--- src/rtl/gcd_seq_pkg.sv ---
// Shared encodings and sizing helpers for the GCD test sequencer and its golden engine.
// Pure declarations: no logic, no latency, no flow control.
package gcd_seq_pkg;

    typedef enum logic [2:0] {
        S_IDLE,
        S_CPURST,
        S_START,
        S_WAIT,
        S_VERDICT
    } seq_state_t;

    typedef enum logic [1:0] {
        R_IDLE,
        R_RUN,
        R_DONE
    } ref_state_t;

    localparam int DEF_TIMEOUT = 4096;

    // Bits needed to hold a count of 0..max_val inclusive.
    function automatic int cnt_w(input int max_val);
        return (max_val < 1) ? 1 : $clog2(max_val + 1);
    endfunction

endpackage

--- src/rtl/gcd_ref_engine.sv ---
// Iterative binary (Stein) GCD golden model; done within 2*WIDTH+2 cycles of start.
// No backpressure: a start pulse restarts the engine, done/gcd hold until the next start.
module gcd_ref_engine
    import gcd_seq_pkg::*;
#(
    parameter int WIDTH = 32
) (
    input  logic             clk,
    input  logic             rst_n,
    input  logic             start,
    input  logic [WIDTH-1:0] a,
    input  logic [WIDTH-1:0] b,
    output logic             done,
    output logic [WIDTH-1:0] gcd
);

    localparam int K_W = cnt_w(WIDTH);

    ref_state_t       state;
    logic [WIDTH-1:0] x;
    logic [WIDTH-1:0] y;
    logic [K_W-1:0]   k;

    always_ff @(posedge clk or negedge rst_n) begin
        if (!rst_n) begin
            state <= R_IDLE;
            x     <= '0;
            y     <= '0;
            k     <= '0;
            done  <= 1'b0;
            gcd   <= '0;
        end else if (start) begin
            x     <= a;
            y     <= b;
            k     <= '0;
            done  <= 1'b0;
            state <= R_RUN;
        end else begin
            case (state)
                R_RUN: begin
                    // Each step removes at least one bit from x or y, bounding the run.
                    if (x == '0) begin
                        gcd   <= y << k;
                        done  <= 1'b1;
                        state <= R_DONE;
                    end else if (y == '0) begin
                        gcd   <= x << k;
                        done  <= 1'b1;
                        state <= R_DONE;
                    end else if (!x[0] && !y[0]) begin
                        x <= x >> 1;
                        y <= y >> 1;
                        k <= k + 1'b1;
                    end else if (!x[0]) begin
                        x <= x >> 1;
                    end else if (!y[0]) begin
                        y <= y >> 1;
                    end else if (x >= y) begin
                        x <= (x - y) >> 1;
                    end else begin
                        y <= (y - x) >> 1;
                    end
                end
                default: ;
            endcase
        end
    end

endmodule

--- src/rtl/gcd_test_sequencer.sv ---
// Runs one CPU GCD job per accepted pair (reset, start, watch result) and judges it against a golden engine.
// vec_ready only in IDLE, no queuing; optional first-fail capture via GCD_SEQ_FAIL_CAPTURE_EN.
module gcd_test_sequencer
    import gcd_seq_pkg::*;
#(
    parameter int WIDTH      = 32,
    parameter int RST_CYCLES = 2,
    parameter int START_CYC  = 6,
    parameter int STABLE_CYC = 4,
    parameter int TIMEOUT    = DEF_TIMEOUT,
    parameter int CNT_W      = 16
) (
    input  logic             clk,
    input  logic             rst_n,
    input  logic             vec_valid,
    output logic             vec_ready,
    input  logic [WIDTH-1:0] vec_a,
    input  logic [WIDTH-1:0] vec_b,
    output logic             cpu_rst_n,
    output logic             calc_start,
    output logic [WIDTH-1:0] gcd_a,
    output logic [WIDTH-1:0] gcd_b,
    input  logic [WIDTH-1:0] gcd_result,
    output logic             res_valid,
    output logic             res_pass,
    output logic [WIDTH-1:0] res_exp,
    output logic [WIDTH-1:0] res_got,
    output logic [CNT_W-1:0] pass_cnt,
    output logic [CNT_W-1:0] fail_cnt,
    output logic             busy
`ifdef GCD_SEQ_FAIL_CAPTURE_EN
    ,
    output logic [WIDTH-1:0] fail_a,
    output logic [WIDTH-1:0] fail_b,
    output logic [WIDTH-1:0] fail_got,
    output logic             fail_seen
`endif
);

    localparam int PH_W = cnt_w((RST_CYCLES > START_CYC) ? RST_CYCLES : START_CYC);
    localparam int TO_W = cnt_w(TIMEOUT);
    localparam int ST_W = cnt_w(STABLE_CYC);

    seq_state_t       state;
    logic [PH_W-1:0]  phase;
    logic [TO_W-1:0]  to_cnt;
    logic [ST_W-1:0]  stable_cnt;

    logic             ref_start;
    logic             ref_done;
    logic [WIDTH-1:0] ref_gcd;

    logic             match;
    logic [ST_W-1:0]  stable_nxt;
    logic [TO_W-1:0]  to_nxt;
    logic             hit_stable;
    logic             hit_to;

    assign ref_start  = (state == S_IDLE) && vec_valid && vec_ready;
    // Stability only counts once the golden value is final.
    assign match      = ref_done && (gcd_result == ref_gcd);
    assign stable_nxt = match ? stable_cnt + 1'b1 : '0;
    assign to_nxt     = to_cnt + 1'b1;
    assign hit_stable = (stable_nxt == ST_W'(STABLE_CYC));
    assign hit_to     = (to_nxt == TO_W'(TIMEOUT));

    gcd_ref_engine #(.WIDTH(WIDTH)) u_ref (
        .clk   (clk),
        .rst_n (rst_n),
        .start (ref_start),
        .a     (vec_a),
        .b     (vec_b),
        .done  (ref_done),
        .gcd   (ref_gcd)
    );

    always_ff @(posedge clk or negedge rst_n) begin
        if (!rst_n) begin
            state      <= S_IDLE;
            phase      <= '0;
            to_cnt     <= '0;
            stable_cnt <= '0;
            vec_ready  <= 1'b0;
            cpu_rst_n  <= 1'b0;
            calc_start <= 1'b0;
            gcd_a      <= '0;
            gcd_b      <= '0;
            res_valid  <= 1'b0;
            res_pass   <= 1'b0;
            res_exp    <= '0;
            res_got    <= '0;
            pass_cnt   <= '0;
            fail_cnt   <= '0;
            busy       <= 1'b0;
`ifdef GCD_SEQ_FAIL_CAPTURE_EN
            fail_a     <= '0;
            fail_b     <= '0;
            fail_got   <= '0;
            fail_seen  <= 1'b0;
`endif
        end else begin
            res_valid <= 1'b0;
            case (state)
                S_IDLE: begin
                    if (vec_valid && vec_ready) begin
                        gcd_a     <= vec_a;
                        gcd_b     <= vec_b;
                        vec_ready <= 1'b0;
                        busy      <= 1'b1;
                        phase     <= '0;
                        state     <= S_CPURST;
                    end else begin
                        vec_ready <= 1'b1;
                    end
                end
                S_CPURST: begin
                    if (phase == PH_W'(RST_CYCLES - 1)) begin
                        phase      <= '0;
                        cpu_rst_n  <= 1'b1;
                        calc_start <= 1'b1;
                        state      <= S_START;
                    end else begin
                        phase <= phase + 1'b1;
                    end
                end
                S_START: begin
                    if (phase == PH_W'(START_CYC - 1)) begin
                        phase      <= '0;
                        calc_start <= 1'b0;
                        to_cnt     <= '0;
                        stable_cnt <= '0;
                        state      <= S_WAIT;
                    end else begin
                        phase <= phase + 1'b1;
                    end
                end
                S_WAIT: begin
                    to_cnt     <= to_nxt;
                    stable_cnt <= stable_nxt;
                    // Pass is checked first so a simultaneous timeout still passes.
                    if (hit_stable || hit_to) begin
                        res_valid <= 1'b1;
                        res_pass  <= hit_stable;
                        res_got   <= gcd_result;
                        res_exp   <= ref_gcd;
                        cpu_rst_n <= 1'b0;
                        state     <= S_VERDICT;
                        if (hit_stable) begin
                            if (pass_cnt != '1) pass_cnt <= pass_cnt + 1'b1;
                        end else begin
                            if (fail_cnt != '1) fail_cnt <= fail_cnt + 1'b1;
`ifdef GCD_SEQ_FAIL_CAPTURE_EN
                            if (!fail_seen) begin
                                fail_a    <= gcd_a;
                                fail_b    <= gcd_b;
                                fail_got  <= gcd_result;
                                fail_seen <= 1'b1;
                            end
`endif
                        end
                    end
                end
                S_VERDICT: begin
                    busy      <= 1'b0;
                    vec_ready <= 1'b1;
                    state     <= S_IDLE;
                end
                default: state <= S_IDLE;
            endcase
        end
    end

endmodule

--- config.mk ---
export PLATFORM = sky130hd
export DESIGN_NAME = gcd_test_sequencer
export DESIGN_NICKNAME = d
export VERILOG_FILES = /design/src/rtl/gcd_seq_pkg.sv /design/src/rtl/gcd_ref_engine.sv /design/src/rtl/gcd_test_sequencer.sv
export SDC_FILE = /design/constraint.sdc
export NUM_CORES = 1
export LEC_CHECK = 0
export ABC_AREA = 1
export CAP_MARGIN = 20
export CORE_MARGIN = 2
export CORE_UTILIZATION = 60
export DETAILED_ROUTE_END_ITERATION = 12
export GPL_TIMING_DRIVEN = 0
export PLACE_DENSITY = 0.87
export SYNTH_ARGS = -nofsm -noshare
export SYNTH_HDL_FRONTEND = slang
export SYNTH_SLANG_ARGS = --single-unit
--- constraint.sdc ---
create_clock -name clk -period 6.1 [get_ports clk]
set_clock_uncertainty 0.1 [all_clocks]
set_input_delay 1.22 -clock clk [delete_from_list [all_inputs] [get_ports clk]]
set_output_delay 1.22 -clock clk [all_outputs]
set_load 0.02 [all_outputs]
==> impl_metrics.json, run 1 <==
{
  "regToRegSetupSlack_ns": 2.16,
  "path_max_fanout": 10,
  "grt_use_met3_pct": 8.102,
  "syn_nets": 2940,
  "slew_headroom_pct": 31.90,
  "grt_pass1_wl_mm": 116.8,
  "r2r_start": "u_ref.y[27]$_DFFE_PN0P_",
  "cts.htree.levels": 1,
  "maxCapViolations": 0,
  "gr-usage-all-layers_pct": 44.83,
  "place_congestion": 1.099,
  "area_overhead_vs_synth_pct": 22.49,
  "p_leak_nw": 11.34,
  "flip_flop_and_latch_count_after_synthesis": 292,
  "row_count": 65,
  "chipWidth_um": 183.6,
  "post_synth_most_frequent_cells": "sky130_fd_sc_hd__nand2_1 (819), sky130_fd_sc_hd__nand3_1 (304), sky130_fd_sc_hd__dfrtp_1 (292)",
  "grt_busiest_layer": "met2",
  "vdd_drop_max_mv": 0.2189,
  "cts_resized": 0,
  "synth-edff-count": 0,
  "synth.cell_area_um2": 19360,
  "clock-sinks": 292,
  "design.die.area_um2": 33720,
  "synth-seq-area-share_pct": 37.75,
  "final.period_utilization_pct": 69.25,
  "ys_types": 54,
  "postSynth.topFlopCell": "sky130_fd_sc_hd__dfrtp_1",
  "cp-end-kind": "register",
  "synth.top_cells.by_area": "sky130_fd_sc_hd__dfrtp_1 (38%), sky130_fd_sc_hd__nand2_1 (16%), sky130_fd_sc_hd__nand3_1 (7.9%)",
  "vias": 22150,
  "report.final.setup_viol": 0,
  "synth-async-reset-ratio_pct": 100.0,
  "finalWorstPathRequiredPeriod_ns": 4.224,
  "final_max_slew_violation_count": 0,
  "worst_setup_path_startpoint": "vec_valid",
  "place.port_buffers": 264,
  "drt_iter0_markers": 3014,
  "routed_length_per_placed_instance_um": 21.92,
  "avg_synthesized_cell_area_um2": 6.991,
  "clkTransAtPathRegs_ns": 0.07,
  "viasPerCell": 6.338,
  "setup_repair_after_global_routing_missed_its_margin": "no",
  "numCtsBuffers": 31,
  "remaining_drc_errors": 0,
  "yosys.area.top_type": "sky130_fd_sc_hd__dfrtp_1",
  "worst_slew_pin_slew_ns": 1.022,
  "layout-drive-gt1-share_pct": 4.659,
  "final_antenna_net_count": 0,
  "power_per_cell_area_nw_per_um2": 178.5,
  "most_numerous_cell_in_the_yosys_netlist": "sky130_fd_sc_hd__nand2_1",
  "first_global_vias": 21460,
  "die_h_um": 183.6,
  "total_wirelength_mm": 76.58,
  "cts-root-buf": "sky130_fd_sc_hd__clkbuf_16",
  "insertion_delay_ns": 0.59,
  "critical_path_startpoint_category": "input port",
  "yosys_warnings": 0,
  "grt_util_met1_pct": 53.82,
  "cts_post_setup_buffers_inserted": 0,
  "hp-class": "register to register",
  "design.portCount": 265,
  "timing_hold_violations_final": 0,
  "cts_tree": "yes",
  "cp.required_ns": 6.43,
  "core-area_um2": 31640,
  "synthDominantCellAreaShare_pct": 37.75,
  "initial_core_util_pct": 61.19,
  "post-place-cells": 3437,
  "run_status": "finished clean",
  "timing_worst_setup_path_type": "input port to register",
  "finalNetCount": 3239,
  "dr.pass1.iters": 8,
  "critPathCapture": "u_ref.y[29]$_DFFE_PN0P_",
  "postSynthCellCount": 2769,
  "fmax_mhz": 236.7,
  "layout.cells.non_filler": 3494,
  "critical_path.reg2reg.endpoint": "u_ref.y[29]$_DFFE_PN0P_",
  "clk_path_buf_depth": 3,
  "grtUsageMet2_pct": 73.06,
  "ff2ff_path_depth": 13,
  "grt_antenna_before_repair": 2,
  "total_congestion_overflow_after_global_routing": 0,
  "cts.hold.buffers_added": 0,
  "worst-endpoint-arrival_ns": 4.55,
  "hpwlAfterDp_mm": 59.50,
  "setup_ws_ns": 1.876,
  "place_ws_ns": 1.785,
  "grt_max_degree": 130
}
==> sequential cells by signal, indices dropped and copies added (netlist names), 6 cells and up <==
signal and count:
gcd_b 32, u_ref.x 32, res_got 32, pass_cnt 16, gcd_a 32, to_cnt 13
u_ref.gcd 32, fail_cnt 16, u_ref.y 32, u_ref.k 6, res_exp 32
==> final cells by class <==
| cell class | count | area [um^2] |
|---|---|---|
| Buffer | 116 | 521.8 |
| Tap cell | 402 | 503.0 |
| Sequential cell | 292 | 7307 |
| Timing Repair Buffer | 266 | 2703 |
| Multi-Input combinational cell | 2106 | 10570 |
| Fill cell | 2375 | 7924 |
| Clock inverter | 14 | 269.0 |
| Inverter | 255 | 957.2 |
| Clock buffer | 42 | 877.1 |
| Antenna cell | 1 | 2.502 |
==> cell usage in the layout (no fill, tap or decap), types with 17 or more instances in the layout <==
master                              n
sky130_fd_sc_hd__nand2_1          819
sky130_fd_sc_hd__nor2_1           202
sky130_fd_sc_hd__buf_2             27
sky130_fd_sc_hd__buf_1             17
sky130_fd_sc_hd__nand3_1          304
sky130_fd_sc_hd__o21ai_0          171
sky130_fd_sc_hd__clkdlybuf4s50_1  263
sky130_fd_sc_hd__nand4_1           40
sky130_fd_sc_hd__a21oi_1          220
sky130_fd_sc_hd__o22ai_1           37
sky130_fd_sc_hd__xnor2_1           17
sky130_fd_sc_hd__xor2_1            68
sky130_fd_sc_hd__clkbuf_1          63
sky130_fd_sc_hd__ha_1              70
sky130_fd_sc_hd__dfrtp_1          292
sky130_fd_sc_hd__clkbuf_16         31
sky130_fd_sc_hd__inv_1            246
sky130_fd_sc_hd__nor3_1            37
==> routing by layer <==
| metal | wire length, um | vias to the layer above |
|---|---|---|
| met5 | 10 | - |
| met4 | 6594 | 2 |
| met3 | 8696 | 445 |
| met2 | 34580 | 1737 |
| met1 | 26710 | 10230 |
| li1 | - | 9735 |
==> metrics by stage <==
step	TNS [ns]	cell area [um^2]	util (%)	total power, mW	hold slack (ns)
6_report	0	23710	74.95	4.233	0.3685
5_1_grt	0	23710	74.95	4.312	0.3984
4_1_cts	0	23710	74.95	4.225	0.3709
3_5_place_dp	0	22560	71.32	2.121	0.3573
3_3_place_gp	-2404.34	22500	71.13	2.117	0.3520
2_1_floorplan	0	19360	-	1.993	0.3490
==> worst max-delay path, stage by stage <==
cell and delay [ns]:
sky130_fd_sc_hd__clkdlybuf4s50_1 0.49, sky130_fd_sc_hd__nand2_1 0.07, sky130_fd_sc_hd__nor2_2 0.54, sky130_fd_sc_hd__inv_2 0.21
sky130_fd_sc_hd__nand2_1 0.17, sky130_fd_sc_hd__nand3_1 0.19, sky130_fd_sc_hd__a21oi_2 0.30, sky130_fd_sc_hd__nand2_1 0.16
sky130_fd_sc_hd__buf_4 0.20, sky130_fd_sc_hd__a21oi_1 0.79, sky130_fd_sc_hd__a21oi_1 0.19
==> logic make-up after synthesis <==
| logic type | count (synthesis) | share of synthesized area [%] |
|---|---|---|
| compound gates | 495 | 13.99 |
| xor+xnor | 86 | 3.930 |
| fa+ha+maj | 72 | 4.731 |
| buf+inv | 371 | 7.640 |
| flops | 292 | 37.75 |
| simple gates | 1453 | 31.96 |
==> worst min path at each step <==
stage / start / end / slack [ns] / depth (start not counted)
after CTS: gcd_a[5]$_DFFE_PN0P_ / gcd_a[5]$_DFFE_PN0P_ / 0.37 / 2
after floorplan: u_ref.gcd[21]$_DFFE_PN0P_ / u_ref.gcd[21]$_DFFE_PN0P_ / 0.35 / 2
after global placement: gcd_b[22]$_DFFE_PN0P_ / gcd_b[22]$_DFFE_PN0P_ / 0.35 / 2
after detailed placement: gcd_b[29]$_DFFE_PN0P_ / gcd_b[29]$_DFFE_PN0P_ / 0.36 / 2
final: gcd_b[29]$_DFFE_PN0P_ / gcd_b[29]$_DFFE_PN0P_ / 0.37 / 2
after global routing: gcd_b[26]$_DFFE_PN0P_ / gcd_b[26]$_DFFE_PN0P_ / 0.40 / 2
==> power by group <==
| group | leakage (nW) | internal (mW) | switching [mW] |
|---|---|---|---|
| Sequential | 3.82 | 1.94 | 0.00000000000662 |
| Combinational | 6.96 | 0.0683 | 0.0835 |
| Clock | 0.558 | 1.30 | 0.841 |
| Total | 11.3 | 3.31 | 0.924 |
No activity file was read; power rests on OpenSTA's default activity.
==> run 2: changes to the inputs <==
--- a/config.mk
+++ b/config.mk
@@ -8,10 +8,10 @@
 export ABC_AREA = 1
 export CAP_MARGIN = 20
 export CORE_MARGIN = 2
-export CORE_UTILIZATION = 60
+export CORE_UTILIZATION = 51
 export DETAILED_ROUTE_END_ITERATION = 12
 export GPL_TIMING_DRIVEN = 0
-export PLACE_DENSITY = 0.87
+export PLACE_DENSITY = 0.79
 export SYNTH_ARGS = -nofsm -noshare
 export SYNTH_HDL_FRONTEND = slang
 export SYNTH_SLANG_ARGS = --single-unit
==> constraint.sdc (replaced) <==
create_clock -name clk -period 3.5 [get_ports clk]
set_clock_uncertainty 0.1 [all_clocks]
set_input_delay 0.7 -clock clk [delete_from_list [all_inputs] [get_ports clk]]
set_output_delay 0.7 -clock clk [all_outputs]
set_load 0.02 [all_outputs]
==> run 2 against run 1 <==
  * Global-route usage shrank 5.1 points
  * Clock power grew 76%
  * Clock-buffer cell count grew 5
  * Combinational power grew 74%
  * Largest power group unchanged
==> impl_metrics.json, run 2 (same netlist as run 1, synthesis figures left out) <==
{
  "finalWorstPathRequiredPeriod_ns": 3.420,
  "grt_busiest_layer": "met2",
  "place_ws_ns": -0.4312,
  "tns_ns": 0,
  "viasPerCell": 5.889,
  "dr.pass1.iters": 6,
  "total_congestion_overflow_after_global_routing": 0,
  "cts_tree": "yes",
  "clk_path_buf_depth": 3,
  "core-area_um2": 37490,
  "layout-drive-gt1-share_pct": 5.039,
  "layout.cells.non_filler": 3607,
  "insertedDiodeCount": 0,
  "hp-class": "input port to async pin",
  "worst-endpoint-arrival_ns": 3.77,
  "hpwlAfterDp_mm": 62.64,
  "place_area_um2": 22700,
  "setup_ws_ns": 0.08028,
  "fmax_mhz": 292.4,
  "post-place-cells": 3546,
  "numCtsBuffers": 35,
  "p_leak_nw": 11.36,
  "cp-end-kind": "register",
  "cts.htree.levels": 2,
  "report.final.setup_viol": 0,
  "timing_worst_setup_path_type": "register to register",
  "clkTransAtPathRegs_ns": 0.06,
  "timing_hold_violations_final": 0,
  "design.die.area_um2": 39530,
  "final_antenna_net_count": 0,
  "cp.required_ns": 3.85,
  "run_status": "finished clean",
  "mostFrequentLayoutCells": "sky130_fd_sc_hd__nand2_1 (819), sky130_fd_sc_hd__nand3_1 (303), sky130_fd_sc_hd__dfrtp_1 (291)",
  "setup_repair_after_global_routing_missed_its_margin": "yes",
  "final_max_slew_violation_count": 0,
  "slew_headroom_pct": 33.59,
  "grt_max_degree": 106,
  "grt_util_met1_pct": 49.09,
  "grtUsageMet2_pct": 64.49,
  "first_global_vias": 20640,
  "gr-usage-all-layers_pct": 39.69,
  "insertion_delay_ns": 0.56,
  "cts-root-buf": "sky130_fd_sc_hd__clkbuf_16",
  "grt_use_met3_pct": 7.782,
  "vias": 21240,
  "grt_antenna_before_repair": 0,
  "final.period_utilization_pct": 97.71,
  "clock-sinks": 292,
  "total_wirelength_mm": 78.53,
  "layout.cells.most_common": "sky130_fd_sc_hd__nand2_1",
  "routed_length_per_placed_instance_um": 21.77,
  "chipWidth_um": 198.8,
  "remaining_drc_errors": 0,
  "place_congestion": 1.030,
  "place.port_buffers": 264,
  "path_max_fanout": 10,
  "maxCapViolations": 0,
  "area_overhead_vs_synth_pct": 23.62,
  "die_h_um": 198.8,
  "initial_core_util_pct": 51.64,
  "fin_area_um2": 23930,
  "critical_path_startpoint_category": "register",
  "drt_iter0_markers": 2143,
  "finalNetCount": 3244,
  "row_count": 71,
  "worst_slew_pin_slew_ns": 0.9833,
  "final_total_power_mw": 7.408,
  "vdd_drop_max_mv": 0.3364,
  "design.portCount": 265,
  "power_per_cell_area_nw_per_um2": 309.6,
  "grt_pass1_wl_mm": 118.2
}
## run 2: changes by cell type in the layout (fill, tap and decap cells not counted), moves of 2 or more
cell | previous run | this run
sky130_fd_sc_hd__clkbuf_4 | 0 | 3
sky130_fd_sc_hd__buf_2 | 27 | 24
sky130_fd_sc_hd__clkinv_2 | 1 | 3
sky130_fd_sc_hd__clkbuf_16 | 31 | 37
sky130_fd_sc_hd__o21ai_1 | 1 | 3
sky130_fd_sc_hd__o21ai_0 | 171 | 168
sky130_fd_sc_hd__bufinv_16 | 7 | 3
sky130_fd_sc_hd__clkinvlp_4 | 1 | 5
## run 2: worst max-delay path, cell delays in order (launching register included)
cell and delay, ns:
sky130_fd_sc_hd__dfrtp_1 0.57, sky130_fd_sc_hd__inv_2 0.13, sky130_fd_sc_hd__ha_1 0.25, sky130_fd_sc_hd__nor2_1 0.36, sky130_fd_sc_hd__clkbuf_1 0.73, sky130_fd_sc_hd__clkbuf_1 0.69, sky130_fd_sc_hd__o21ai_0 0.18, sky130_fd_sc_hd__nand2_1 0.10
sky130_fd_sc_hd__nand2_1 0.06, sky130_fd_sc_hd__nand2_1 0.06, sky130_fd_sc_hd__nand2_1 0.06
## run 2: through the flow
| stage | utilization, % | hold slack, ns |
|---|---|---|
| after floorplan | - | 0.3044 |
| after global placement | 60.39 | 0.3527 |
| after detailed placement | 60.55 | 0.3578 |
| after CTS | 63.71 | 0.08205 |
| after global routing | 63.84 | 0.1135 |
| final | 63.84 | 0.05469 |
## run 2: cell type report
cell class | count | area [um^2]
Buffer | 116 | 530.5
Clock buffer | 47 | 1013
Clock inverter | 13 | 161.4
Fill cell | 3385 | 13560
Inverter | 255 | 963.4
Multi-Input combinational cell | 2106 | 10590
Sequential cell | 292 | 7308
Tap cell | 511 | 639.4
Timing Repair Buffer | 267 | 2723
## run 2: final timing paths
| path | startpoint | to | slack, ns | cells past startpoint |
|---|---|---|---|---|
| max reg2reg | u_ref.y[0]$_DFFE_PN0P_ | u_ref.x[1]$_DFFE_PN0P_ | 0.08 | 10 |
| min | rst_n | pass_cnt[14]$_DFFE_PN0P_ | 0.05 | 1 |
| max | u_ref.y[0]$_DFFE_PN0P_ | u_ref.x[1]$_DFFE_PN0P_ | 0.08 | 10 |
| max in group asynchronous | rst_n | u_ref.x[20]$_DFFE_PN0P_ | 1.78 | 3 |
| min reg2reg | gcd_a[3]$_DFFE_PN0P_ | gcd_a[3]$_DFFE_PN0P_ | 0.37 | 2 |
| min in group clk | gcd_a[3]$_DFFE_PN0P_ | gcd_a[3]$_DFFE_PN0P_ | 0.37 | 2 |
## run 2: routing by layer
| metal | share of wire [%] | vias up |
|---|---|---|
| met5 | 0 | - |
| met4 | 6.5 | 0 |
| met3 | 9.0 | 276 |
| met2 | 46 | 1183 |
| met1 | 39 | 10020 |
| li1 | - | 9760 |
## run 2: what timing repair did
action,4_1_cts,5_1_grt
cloned,0,0
hold buffers,0,0
resized for setup,3,14
setup buffers,0,1
endpoints found under the setup margin,4,62
hold endpoints to repair,0,0
## run 2: report_power, final
| part | switching (mW) | internal (mW) |
|---|---|---|
| combinational | 0.146 | 0.119 |
| clock | 1.51 | 2.26 |
| sequential | 0.00000000000934 | 3.38 |
==> run 3: changes to the inputs <==
--- a/config.mk
+++ b/config.mk
@@ -7,7 +7,7 @@
 export LEC_CHECK = 0
 export ABC_AREA = 1
 export CAP_MARGIN = 20
-export CORE_MARGIN = 2
+export CORE_MARGIN = 5
 export CORE_UTILIZATION = 51
 export DETAILED_ROUTE_END_ITERATION = 12
 export GPL_TIMING_DRIVEN = 0
==> run 3 against run 2 <==
  * Sequential share of layout area up 0.12 points
  * Die area up 6.1%
  * Via count down 0.26%
  * Worst hold slack got worse by 0.049 ns
  * Power down 2.0%
  * First-iteration DRC count shrank 0.37%
  * Wire length rose by 1.1%
  * Sequential power about the same
  * Highest routed layer is now met5
  * Final cell count about the same
  * Register-to-register slack better by 0.06 ns
  * Sequential cell count is the same
  * Combinational power barely moved
==> impl_metrics.json, run 3 (same netlist as run 1, synthesis figures left out) <==
{
  "run_status": "finished clean",
  "grtUsageMet2_pct": 60.63,
  "vias": 21190,
  "clkTransAtPathRegs_ns": 0.06,
  "num-fill-cells": 3333,
  "clk_path_buf_depth": 3,
  "place_ws_ns": -0.4151,
  "intPower_mw": 5.627,
  "final_max_slew_violation_count": 0,
  "layout.cells.most_common": "sky130_fd_sc_hd__nand2_1",
  "switchingPower_mw": 1.629,
  "layout-drive-gt1-share_pct": 5.328,
  "final.hold.worst_slack_ns": 0.005284,
  "r2r_start": "u_ref.y[11]$_DFFE_PN0P_",
  "cts_post_setup_buffers_inserted": 0,
  "total_congestion_overflow_after_global_routing": 0,
  "hp-class": "input port to async pin",
  "timing_hold_violations_final": 0,
  "chipWidth_um": 204.8,
  "initial_core_util_pct": 51.52,
  "timing_worst_setup_path_type": "register to register",
  "slew_headroom_pct": 30.82,
  "die_h_um": 204.8,
  "cts.htree.levels": 2,
  "path_delay_family": "compound AO/OA/AOI/OAI gates",
  "remaining_drc_errors": 0,
  "numCtsBuffers": 34,
  "grt_pass1_wl_mm": 119.5,
  "crit_chain": "inv_1, ha_1, clkbuf_2, a21oi_1, o21ai_0, a21oi_1, nand3_1, nand2_2, nand2_4, o21ai_4, nand2_2, inv_4, buf_2, nand2_1, nand2_1",
  "insertion_delay_ns": 0.57,
  "finalNetCount": 3243,
  "pwr-share-seq_pct": 46.5,
  "clock-sinks": 292,
  "pwr-share-clk_pct": 49.8,
  "worst_slew_pin_slew_ns": 1.024,
  "area_overhead_vs_synth_pct": 23.33,
  "power_per_cell_area_nw_per_um2": 303.9,
  "first_global_vias": 20810,
  "report.final.setup_viol": 0,
  "drt_iter0_markers": 2135,
  "grt_use_met3_pct": 6.760,
  "dr.pass1.iters": 6,
  "maxCapViolations": 0,
  "worst_setup_path_startpoint": "u_ref.y[11]$_DFFE_PN0P_",
  "crit_buf_inv": 4,
  "grt_max_degree": 113,
  "path_max_fanout": 10,
  "routed_length_per_placed_instance_um": 22.00,
  "critical_path_startpoint_category": "register",
  "timing.critical_path.slowest_stage_cell": "sky130_fd_sc_hd__dfrtp_2",
  "place_congestion": 1.031,
  "total_wirelength_mm": 79.38,
  "setup_ws_ns": 0.1371,
  "row_count": 71,
  "cp-end-kind": "register",
  "viasPerCell": 5.871,
  "swShare_pct": 22.46,
  "cts.hold.buffers_added": 0,
  "final.period_utilization_pct": 96.08,
  "grt_busiest_layer": "met2",
  "cts_tree": "yes",
  "vdd_drop_max_mv": 0.3587,
  "final_antenna_net_count": 0,
  "final_total_power_mw": 7.256,
  "fmax_mhz": 297.4,
  "grt_antenna_before_repair": 2,
  "power.combinational.fraction_pct": 3.6,
  "grt_util_met1_pct": 45.70,
  "mostFrequentLayoutCells": "sky130_fd_sc_hd__nand2_1 (819), sky130_fd_sc_hd__nand3_1 (303), sky130_fd_sc_hd__dfrtp_1 (283)",
  "hpwlAfterDp_mm": 63.81,
  "finalWorstPathRequiredPeriod_ns": 3.363,
  "worst-endpoint-arrival_ns": 3.76,
  "gr-usage-all-layers_pct": 36.91,
  "cts-root-buf": "sky130_fd_sc_hd__clkbuf_16",
  "p_leak_nw": 11.33,
  "setup_repair_after_global_routing_missed_its_margin": "no",
  "cp.required_ns": 3.90,
  "place.port_buffers": 264,
  "design.die.area_um2": 41960,
  "crit_path_max_incr_delay_ns": 0.46,
  "core-area_um2": 37580,
  "design.portCount": 265
}
run 3: worst register-to-register path: stages, from the launching register on:
cell	delay, ns
sky130_fd_sc_hd__dfrtp_2	0.46
sky130_fd_sc_hd__inv_1	0.19
sky130_fd_sc_hd__ha_1	0.26
sky130_fd_sc_hd__clkbuf_2	0.16
sky130_fd_sc_hd__a21oi_1	0.22
sky130_fd_sc_hd__o21ai_0	0.19
sky130_fd_sc_hd__a21oi_1	0.20
sky130_fd_sc_hd__nand3_1	0.14
sky130_fd_sc_hd__nand2_2	0.11
sky130_fd_sc_hd__nand2_4	0.10
sky130_fd_sc_hd__o21ai_4	0.30
sky130_fd_sc_hd__nand2_2	0.21
sky130_fd_sc_hd__inv_4	0.19
sky130_fd_sc_hd__buf_2	0.29
sky130_fd_sc_hd__nand2_1	0.09
sky130_fd_sc_hd__nand2_1	0.09
run 3: power groups by stage:
stage / clock (mW) / combinational [mW] / sequential [mW]
final: 3.62 / 0.264 / 3.38
after global routing: 3.79 / 0.287 / 3.37
after CTS: 3.64 / 0.264 / 3.38
after detailed placement: 0 / 0.262 / 3.44
after global placement: 0 / 0.251 / 3.44
after floorplan: 0 / 0.0345 / 3.44
run 3: final cells by class:
type                            count  area (um^2)  share of cell area [%]
Antenna cell                        1        2.502                 0.01048
Buffer                            116        525.5                   2.201
Clock buffer                       46        945.9                   3.962
Clock inverter                     15        172.7                  0.7232
Inverter                          255        963.4                   4.035
Multi-Input combinational cell   2106        10600                   44.39
Sequential cell                   292         7318                   30.65
Tap cell                          511        639.4                   2.678
Timing Repair Buffer              266         2703                   11.32
Timing Repair inverter              1        5.005                 0.02096
run 3: path summary, 6_finish.rpt:
check                                           end  slack [ns]  cells past startpoint
max                          u_ref.x[4]$_DFFE_PN0P_        0.14                     15
min                        pass_cnt[14]$_DFFE_PN0P_       0.005                      1
max reg2reg                  u_ref.x[4]$_DFFE_PN0P_        0.14                     15
min reg2reg                   gcd_b[18]$_DFFE_PN0P_        0.37                      2
max in group asynchronous     gcd_a[11]$_DFFE_PN0P_        2.31                      2
min in group clk              gcd_b[18]$_DFFE_PN0P_        0.37                      2
run 3: metrics by stage:
step | utilization (%) | instance area [um^2] | TNS (ns) | std cells
after global placement | 60.25 | 22640 | -3083.69 | 3544
after global routing | 63.53 | 23870 | 0 | 3609
final | 63.53 | 23870 | 0 | 3609
after floorplan | - | 19360 | 0 | 2769
after detailed placement | 60.41 | 22700 | -17.84 | 3546
after CTS | 63.41 | 23830 | 0 | 3607
run 3: repair_timing:
item | 4_1_cts | 5_1_grt
gates resized for setup | 6 | 19
endpoints found under the setup margin | 31 | 62
endpoints found under the hold margin | 0 | 0
cloned | 0 | 1
pin swaps | 0 | 1
run 3: routing by layer:
metal / wire length [um] / vias to the layer above
met3: 6879 / 235
met1: 30590 / 10090
met4: 5291 / 2
met5: 13 / -
met2: 36610 / 1116
li1: - / 9746
